`src/rtl/mc_ctrl_pkg.sv`:
```
// Shared encodings for the multi-cycle MIPS control unit: states, opcodes,
// funct codes, ALU operation codes and datapath mux selects.
package mc_ctrl_pkg;

  typedef enum logic [3:0] {
    StFetch   = 4'd0,
    StDecode  = 4'd1,
    StMemAdr  = 4'd2,
    StMemRd   = 4'd3,
    StMemWb   = 4'd4,
    StMemWr   = 4'd5,
    StExecute = 4'd6,
    StAluWb   = 4'd7,
    StBranch  = 4'd8,
    StAddiEx  = 4'd9,
    StAddiWb  = 4'd10,
    StJump    = 4'd11
  } state_e;

  localparam logic [5:0] OpLw    = 6'b100011;
  localparam logic [5:0] OpSw    = 6'b101011;
  localparam logic [5:0] OpRtype = 6'b000000;
  localparam logic [5:0] OpBeq   = 6'b000100;
  localparam logic [5:0] OpAddi  = 6'b001000;
  localparam logic [5:0] OpJ     = 6'b000010;

  localparam logic [5:0] FunctAdd = 6'b100000;
  localparam logic [5:0] FunctSub = 6'b100010;
  localparam logic [5:0] FunctAnd = 6'b100100;
  localparam logic [5:0] FunctOr  = 6'b100101;
  localparam logic [5:0] FunctSlt = 6'b101010;

  typedef enum logic [1:0] {
    AluOpAdd   = 2'b00,
    AluOpSub   = 2'b01,
    AluOpFunct = 2'b10
  } alu_op_e;

  localparam logic [2:0] AluCtrlAdd = 3'b010;
  localparam logic [2:0] AluCtrlSub = 3'b110;
  localparam logic [2:0] AluCtrlAnd = 3'b000;
  localparam logic [2:0] AluCtrlOr  = 3'b001;
  localparam logic [2:0] AluCtrlSlt = 3'b111;

  localparam logic [1:0] SrcBReg   = 2'b00;
  localparam logic [1:0] SrcBFour  = 2'b01;
  localparam logic [1:0] SrcBImm   = 2'b10;
  localparam logic [1:0] SrcBImmSh = 2'b11;

  localparam logic [1:0] PcSrcAlu    = 2'b00;
  localparam logic [1:0] PcSrcAluOut = 2'b01;
  localparam logic [1:0] PcSrcJump   = 2'b10;

endpackage

```
`src/rtl/alu_decoder.sv`:
```
// Combinational ALU decoder: maps ALUOp/Funct to ALUCtrl and flags whether
// Funct is one of the supported R-type operations.
module alu_decoder
  import mc_ctrl_pkg::*;
(
  input  alu_op_e    ALUOp,
  input  logic [5:0] Funct,
  output logic [2:0] ALUCtrl,
  output logic       functLegal
);

  logic [2:0] funct_ctrl;

  always_comb begin
    funct_ctrl = AluCtrlAdd;
    functLegal = 1'b1;
    case (Funct)
      FunctAdd: funct_ctrl = AluCtrlAdd;
      FunctSub: funct_ctrl = AluCtrlSub;
      FunctAnd: funct_ctrl = AluCtrlAnd;
      FunctOr:  funct_ctrl = AluCtrlOr;
      FunctSlt: funct_ctrl = AluCtrlSlt;
      default:  functLegal = 1'b0;
    endcase
  end

  always_comb begin
    ALUCtrl = AluCtrlAdd;
    case (ALUOp)
      AluOpSub:   ALUCtrl = AluCtrlSub;
      AluOpFunct: ALUCtrl = funct_ctrl;
      default:    ALUCtrl = AluCtrlAdd;
    endcase
  end

endmodule

```
`src/rtl/mc_controller.sv`:
```
// Multi-cycle MIPS control unit: Moore main FSM plus ALU decoder; only PCEn
// depends combinationally on an input (Z, during BRANCH).
module mc_controller
  import mc_ctrl_pkg::*;
(
  input  logic       clk,
  input  logic       reset,
  input  logic [5:0] OPCode,
  input  logic [5:0] Funct,
  input  logic       Z,
  output logic       PCEn,
  output logic       IorD,
  output logic       MemWrite,
  output logic       IRWrite,
  output logic       RegDst,
  output logic       MemtoReg,
  output logic       RegWrite,
  output logic       ALUSrcA,
  output logic [1:0] ALUSrcB,
  output logic [1:0] PCSrc,
  output logic [2:0] ALUCtrl,
  output logic       IllegalOp,
  output logic       InstrDone
);

  state_e  state_q, state_d;
  alu_op_e alu_op;
  logic    funct_legal;
  logic    pc_write, branch;
  logic    mem_write_raw, ir_write_raw, reg_write_raw, illegal_raw, done_raw;

  alu_decoder u_alu_decoder (
    .ALUOp      (alu_op),
    .Funct      (Funct),
    .ALUCtrl    (ALUCtrl),
    .functLegal (funct_legal)
  );

  always_ff @(posedge clk or negedge reset) begin
    if (!reset) state_q <= StFetch;
    else        state_q <= state_d;
  end

  always_comb begin
    state_d       = state_q;
    alu_op        = AluOpAdd;
    IorD          = 1'b0;
    RegDst        = 1'b0;
    MemtoReg      = 1'b0;
    ALUSrcA       = 1'b0;
    ALUSrcB       = SrcBReg;
    PCSrc         = PcSrcAlu;
    pc_write      = 1'b0;
    branch        = 1'b0;
    mem_write_raw = 1'b0;
    ir_write_raw  = 1'b0;
    reg_write_raw = 1'b0;
    illegal_raw   = 1'b0;
    done_raw      = 1'b0;
    unique case (state_q)
      StFetch: begin
        ir_write_raw = 1'b1;
        ALUSrcB      = SrcBFour;
        pc_write     = 1'b1;
        state_d      = StDecode;
      end
      StDecode: begin
        ALUSrcB = SrcBImmSh;
        case (OPCode)
          OpLw, OpSw: state_d = StMemAdr;
          OpBeq:      state_d = StBranch;
          OpAddi:     state_d = StAddiEx;
          OpJ:        state_d = StJump;
          OpRtype: begin
            state_d     = funct_legal ? StExecute : StFetch;
            illegal_raw = ~funct_legal;
          end
          default: begin
            state_d     = StFetch;
            illegal_raw = 1'b1;
          end
        endcase
      end
      StMemAdr: begin
        ALUSrcA = 1'b1;
        ALUSrcB = SrcBImm;
        state_d = (OPCode == OpSw) ? StMemWr : StMemRd;
      end
      StMemRd: begin
        IorD    = 1'b1;
        state_d = StMemWb;
      end
      StMemWb: begin
        MemtoReg      = 1'b1;
        reg_write_raw = 1'b1;
        done_raw      = 1'b1;
        state_d       = StFetch;
      end
      StMemWr: begin
        IorD          = 1'b1;
        mem_write_raw = 1'b1;
        done_raw      = 1'b1;
        state_d       = StFetch;
      end
      StExecute: begin
        ALUSrcA = 1'b1;
        alu_op  = AluOpFunct;
        state_d = StAluWb;
      end
      StAluWb: begin
        RegDst        = 1'b1;
        reg_write_raw = 1'b1;
        done_raw      = 1'b1;
        state_d       = StFetch;
      end
      StBranch: begin
        ALUSrcA  = 1'b1;
        alu_op   = AluOpSub;
        PCSrc    = PcSrcAluOut;
        branch   = 1'b1;
        done_raw = 1'b1;
        state_d  = StFetch;
      end
      StAddiEx: begin
        ALUSrcA = 1'b1;
        ALUSrcB = SrcBImm;
        state_d = StAddiWb;
      end
      StAddiWb: begin
        reg_write_raw = 1'b1;
        done_raw      = 1'b1;
        state_d       = StFetch;
      end
      StJump: begin
        PCSrc    = PcSrcJump;
        pc_write = 1'b1;
        done_raw = 1'b1;
        state_d  = StFetch;
      end
      default: state_d = StFetch;
    endcase
  end

  // Write strobes are gated by reset so nothing commits while it is held low.
  assign PCEn      = reset & (pc_write | (branch & Z));
  assign IRWrite   = reset & ir_write_raw;
  assign MemWrite  = reset & mem_write_raw;
  assign RegWrite  = reset & reg_write_raw;
  assign IllegalOp = reset & illegal_raw;
  assign InstrDone = reset & done_raw;

endmodule

```
`config.mk`:
```
export PLATFORM = sky130hd
export DESIGN_NAME = mc_controller
export DESIGN_NICKNAME = d
export VERILOG_FILES = /design/src/rtl/mc_ctrl_pkg.sv /design/src/rtl/alu_decoder.sv /design/src/rtl/mc_controller.sv
export SDC_FILE = /design/constraint.sdc
export NUM_CORES = 1
export LEC_CHECK = 0
export ABC_AREA = 1
export CAP_MARGIN = 20
export CELL_PAD_IN_SITES_DETAIL_PLACEMENT = 0
export CELL_PAD_IN_SITES_GLOBAL_PLACEMENT = 1
export CORE_ASPECT_RATIO = 1.25
export CORE_MARGIN = 2
export CORE_UTILIZATION = 28
export DETAILED_ROUTE_END_ITERATION = 8
export PLACE_DENSITY = 0.79
export SETUP_SLACK_MARGIN = 0.02
export SLEW_MARGIN = 15
export SYNTH_ARGS = -nofsm -noshare
export SYNTH_HDL_FRONTEND = slang
export SYNTH_SLANG_ARGS = --single-unit
```
`constraint.sdc`:
```
create_clock -name clk -period 2.6 [get_ports clk]
set_input_delay 0.65 -clock clk [delete_from_list [all_inputs] [get_ports clk]]
set_output_delay 0.65 -clock clk [all_outputs]
set_load 0.05 [all_outputs]
```
# After elaboration in Yosys (flattened, before gate mapping)
# Cells that the tools add are included.
# totals
ff_bits	4
# op_classes
eq_ne	23
mux	22
n_bitwise	9
n_reduce_logical	11
# op_table
op	count
$eq A6 B6 Y1 const B	7
$pmux W4 S6	1
$pmux W4 S5	1
$eq A4 B3 Y1 const B	4
$eq A4 B4 Y1 const B	4
$mux W1	12
$pmux W3 S4	1
$reduce_or A5 Y1	2
$eq A4 B2 Y1 const B	2
$pmux W2 S2	2
$reduce_or A2 Y1	4
$and A1 B1 Y1	7
$eq A6 B2 Y1 const B	1
$eq A6 B3 Y1 const B	1
$eq A6 B4 Y1 const B	1
$logic_not A6 Y1	1
$mux W3	2
$pmux W2 S3	1
$pmux W3 S2	1
$reduce_or A6 Y1	1
$eq A4 B1 Y1 const B	1
$logic_not A4 Y1	1
$reduce_or A4 Y1	1
$reduce_or A3 Y1	1
other kinds (5)	5

# Depth between registers and ports, before layout
# depth
word_depth	7
ltp_mapped	11
mapped_depth_nobuf	11

# Modules after synthesis
# Synthesis repeated with hierarchy kept, for this count alone.
# unflattened
hier_cells	124
area_unflattened_um2	668.1
# modules_own_cells
mod	n_inst	cells_per_inst	area_per_inst_um2
mc_controller	1	94	516.7
alu_decoder	1	30	151.4

# Worst setup path before layout
# OpenSTA, ideal clock, no wires.
# synth_path
kind	register to output
startpoint	register state_q[1]
endpoint	output port ALUCtrl[2]
t_arrival_ps	2034
setup_slack_ps	-84
path_stages_with_launch	7
path_cell_list	dfrtp_1 > nor2_2 > inv_2 > nor2_4 > inv_1 > ha_1 > nor2_1
# synth_via
elab_chain_len	4
word_cells_on_any_way	6
classes_between	eq/ne: 4; mux: 2
# synth_rtl
item	line	source
start, declared	mc_controller.sv:26	state_e state_q, state_d;
start signal, assigned	mc_controller.sv:40	if (!reset) state_q <= StFetch;
start signal, assigned	mc_controller.sv:41	else state_q <= state_d;
$eq A4 B4 Y1 / $eq A4 B3 Y1 (equally long branches)	mc_controller.sv:60	unique case (state_q)
$pmux W2 S2 (*)	mc_controller.sv:60	
$eq A2 B2 Y1 / $eq A2 B1 Y1 (equally long branches)	alu_decoder.sv:29	case (ALUOp)
$pmux W3 S2 (*)	alu_decoder.sv:29	
end, declared	mc_controller.sv:21	output logic [2:0] ALUCtrl,
# Mark *: on every way between the ends. The rest lies on a longest branch, timed or not.

# Worst setup path after layout
# layout_path
startpoint	input port OPCode[2]
endpoint	output port IllegalOp
# layout_via
elab_chain_len	5
word_cells_on_any_way	10
classes_between	eq/ne: 5; mux: 2; bitwise: 1; reduce/logical: 2
# layout_rtl
item	line	source
start, declared	mc_controller.sv:8	input logic [5:0] OPCode,
$eq A6 B6 Y1, or another cell as far along	mc_controller.sv:69	case (OPCode)
$reduce_or A5 Y1 (no source line)	--	
$pmux W1 S2 (*)	mc_controller.sv:69	
$mux W1 (*)	mc_controller.sv:60	
$and A1 B1 Y1 (*)	mc_controller.sv:149	assign IllegalOp = reset & illegal_raw;
end, declared	mc_controller.sv:22	output logic IllegalOp,
# Marks and branches as above.

==> key figures <==
Synth
  • Synthesized instance count: 121
  • Post-synthesis area per instance: 5.80 sq um
  • Biggest area consumer among synthesized cells: sky130_fd_sc_hd__dfrtp_1
  • Area share of the leading cell type in the synthesized netlist: 14.3%
  • Netlist area before placement: 702 sq um
  • Synth top area cells: sky130_fd_sc_hd__dfrtp_1 (14%), sky130_fd_sc_hd__nand2_1 (10%), sky130_fd_sc_hd__nor2_1 (10%), sky130_fd_sc_hd__nor2_4 (9.6%), sky130_fd_sc_hd__inv_1 (8.6%)
  • Synth Net Count: 138
  • Count of state elements after synthesis: 4
  • Yosys warnings: 0
  • Unique cell type count in the Yosys netlist: 21
  • Portion of the post-synthesis area used by sequential elements: 14.3%

Power and ir drop
  • Power after layout: 0.885 mW
  • Static leakage power: 0.618 nW
  • Peak supply drop: 0.350 mV
  • Pwr dens: 688 nW/um^2

Floorplan
  • Die extent in y: 60.0 microns
  • Boundary pin count: 32
  • Die X: 48.8 microns
  • Core area: 2400 sq um
  • Total Die Area: 2930 sq um
  • Standard-cell row count: 20
  • Initial standard-cell utilization of the core: 29.2%

Layout
  • Growth of design area from synthesis to finish: 83.4%
  • Count of inserted antenna diode cells: 0
  • NumNets Final: 186
  • Share of final-layout standard cells stronger than drive strength 1: 46.7%
  • Biggest regs: state_q: 4 flops
  • Total area of multi-input combinational cells: 552 sq um
  • Top reg by flops: state_q
  • Fin area: 1290 sq um
  • Number of fill cells in the layout: 260
  • Core Util, Final: 53.6%
  • FF+latch area: 101 sq um
  • Leading cell type in the layout, fill and taps excluded: sky130_fd_sc_hd__nand2_1
  • Max reg flops: 4
  • Commonest non-fill, non-tap cells in the layout: sky130_fd_sc_hd__nand2_1 (19), sky130_fd_sc_hd__buf_4 (17), sky130_fd_sc_hd__nor2_1 (14)

STA
  • Number of setup violations in the final report: 0
  • Total negative setup slack: 0 ns
  • Achievable frequency: 397 MHz
  • Maximum clock skew at final layout: 0.00186 ns
  • Worst-case headroom to the max-slew limit: 66.7%
  • Portion of the clock cycle consumed by the worst path in the final layout: 96.9%
  • Hold Fails Final Rpt: 0
  • Minimum clock period after layout: 2.52 ns
  • Actual slew at the worst max-slew pin: 0.498 ns
  • Slew Viols, Final: 0
  • Post-layout worst setup margin: 0.0811 ns
  • Unrepaired setup endpoints after global routing: true

Global routing
  • Global-route wire length before repair: 2950 microns
  • Largest net degree at the start of global routing: 7
  • Total GRT Usage: 12.8%
  • Number of antenna violations at the first check in global routing: 0
  • Number of global-route vias before repair: 788
  • GRT overflow: 0

Critical path
  • Number of buffers and inverters on the critical path: 3
  • Delay contributed by the slowest stage of the critical path: 0.26 ns
  • Startpoint class of the critical path: primary input
  • Data arrival time of the worst path: 1.87 ns
  • Worst endpoint required time: 1.95 ns
  • Ordered list of cells on the worst path: dlygate4sd2_1 -> nor2_2 -> inv_2 -> nand2_1 -> nor2_1 -> nor2_1 -> nand3b_1 -> a21oi_4 -> buf_12
  • Cell with the largest stage delay on the worst path: sky130_fd_sc_hd__dlygate4sd2_1
  • Worst-path maximum fanout: 3
  • Worst setup path category: in -> out
  • Type of element capturing the critical path: output port
  • CP top delay family: simple AND/OR/NAND/NOR gates
  • Crit-path most repeated cell: sky130_fd_sc_hd__nor2_1

Clock tree
  • Worst skew pair latency: 0.24 ns
  • Clock tree from TritonCTS: built
  • Clock tree buffer depth: 2
  • CTS Buf Count: 3
  • Number of hold buffers added after CTS: 0
  • H-Tree Depth: 1
  • Clock Sinks: 4
  • Clock-pin slew of the registers on the worst-case setup and hold paths: 0.04 ns
  • Clock root cell: sky130_fd_sc_hd__clkbuf_4

Place
  • Final weighted congestion in routability-driven placement: 0.830
  • Post-detailed-placement cell area: 1200 sq um
  • Placed wire-length estimate after detailed placement: 1620 microns
  • Quantity of I/O buffers inserted on ports: 31
  • Pre-CTS setup slack: -0.188 ns

Routing
  • Number of routed nets with antenna violations: 0
  • Routed via count: 887
  • Detailed-route wire length: 1810 microns
  • Via count normalized by instance count: 4.44
  • Iteration-0 DRC Markers: 7
  • Detailed-route DRC error count: 0
  • First-pass detailed-route iteration total: 3
  • Mean routed wirelength per cell: 9.04 microns

Status
  • Run status: finished, final reports clean

Run
  • Maximum Capacitance Violations: 0

Worst hold path
  • Worst hold-check path type: reg -> reg
==> worst min-delay path: stages, from the launching register on <==
cell and delay [ns]:
sky130_fd_sc_hd__dfrtp_1 0.39, sky130_fd_sc_hd__inv_2 0.11, sky130_fd_sc_hd__a21oi_1 0.08
==> through the flow <==
stage	std cells	hold slack [ns]
3_3_place_gp	193	0.572
5_1_grt	200	0.643
4_1_cts	199	0.596
6_report	200	0.617
2_1_floorplan	121	0.354
3_5_place_dp	193	0.590
==> cell usage after synthesis (all sizes together) <==
cell type	n
inv	27
nor2	32
nand3b	2
nor3	3
a31oi	1
nand3	11
a21oi	6
and3	1
a31o	1
o21ai	5
ha	2
nand2	26
dfrtp	4
==> cell families (layout without fill, tap and decap cells) <==
| group | Yosys count | in the layout | synth area share, % |
|---|---|---|---|
| buf+inv | 27 | 73 | 14.4 |
| compound gates | 13 | 13 | 11.6 |
| fa+ha+maj | 2 | 2 | 3.56 |
| simple gates | 75 | 75 | 56.1 |
| flops | 4 | 4 | 14.3 |
==> power by group <==
group	total, mW	switching (mW)	internal, mW
Sequential	0.100	0.0185	0.0819
Clock	0.0808	0.0289	0.0519
Combinational	0.704	0.456	0.248
Total	0.885	0.504	0.382
==> worst paths after layout <==
kind	from	endpoint	slack, ns	cells past startpoint
worst max-delay path	OPCode[2]	IllegalOp	0.08	9
worst min-delay path	state_q[3]$_DFF_PN0_	state_q[3]$_DFF_PN0_	0.62	2
worst max register to register	state_q[1]$_DFF_PN0_	state_q[2]$_DFF_PN0_	1.44	6
worst min register to register	state_q[3]$_DFF_PN0_	state_q[3]$_DFF_PN0_	0.62	2
max in group asynchronous	reset	state_q[1]$_DFF_PN0_	1.73	2
min in group asynchronous	reset	state_q[1]$_DFF_PN0_	0.76	2
==> repair_timing <==
action | CTS | global route
resized for setup | 20 | 7
setup buffers | 3 | 1
pin swaps | 10 | 4
setup endpoints to repair | 3 | 4
==> area by class of cell <==
type / instances / area share [%]
clock buffer: 3 / 1.75
inverter: 27 / 8.07
multi-input combinational: 90 / 42.9
sequential: 4 / 7.87
tap: 33 / 3.21
timing repair buffer: 43 / 36.2
==> routing by layer <==
layer | vias up | track usage, % | part of all wire, %
met4 | 0 | 6.12 | 2.1
met2 | 21 | 27.4 | 57
met1 | 390 | 12.3 | 38
met5 | - | 0 | 0
li1 | 472 | - | -
met3 | 4 | 0.500 | 3.5
(Power assumes the default switching activity.)
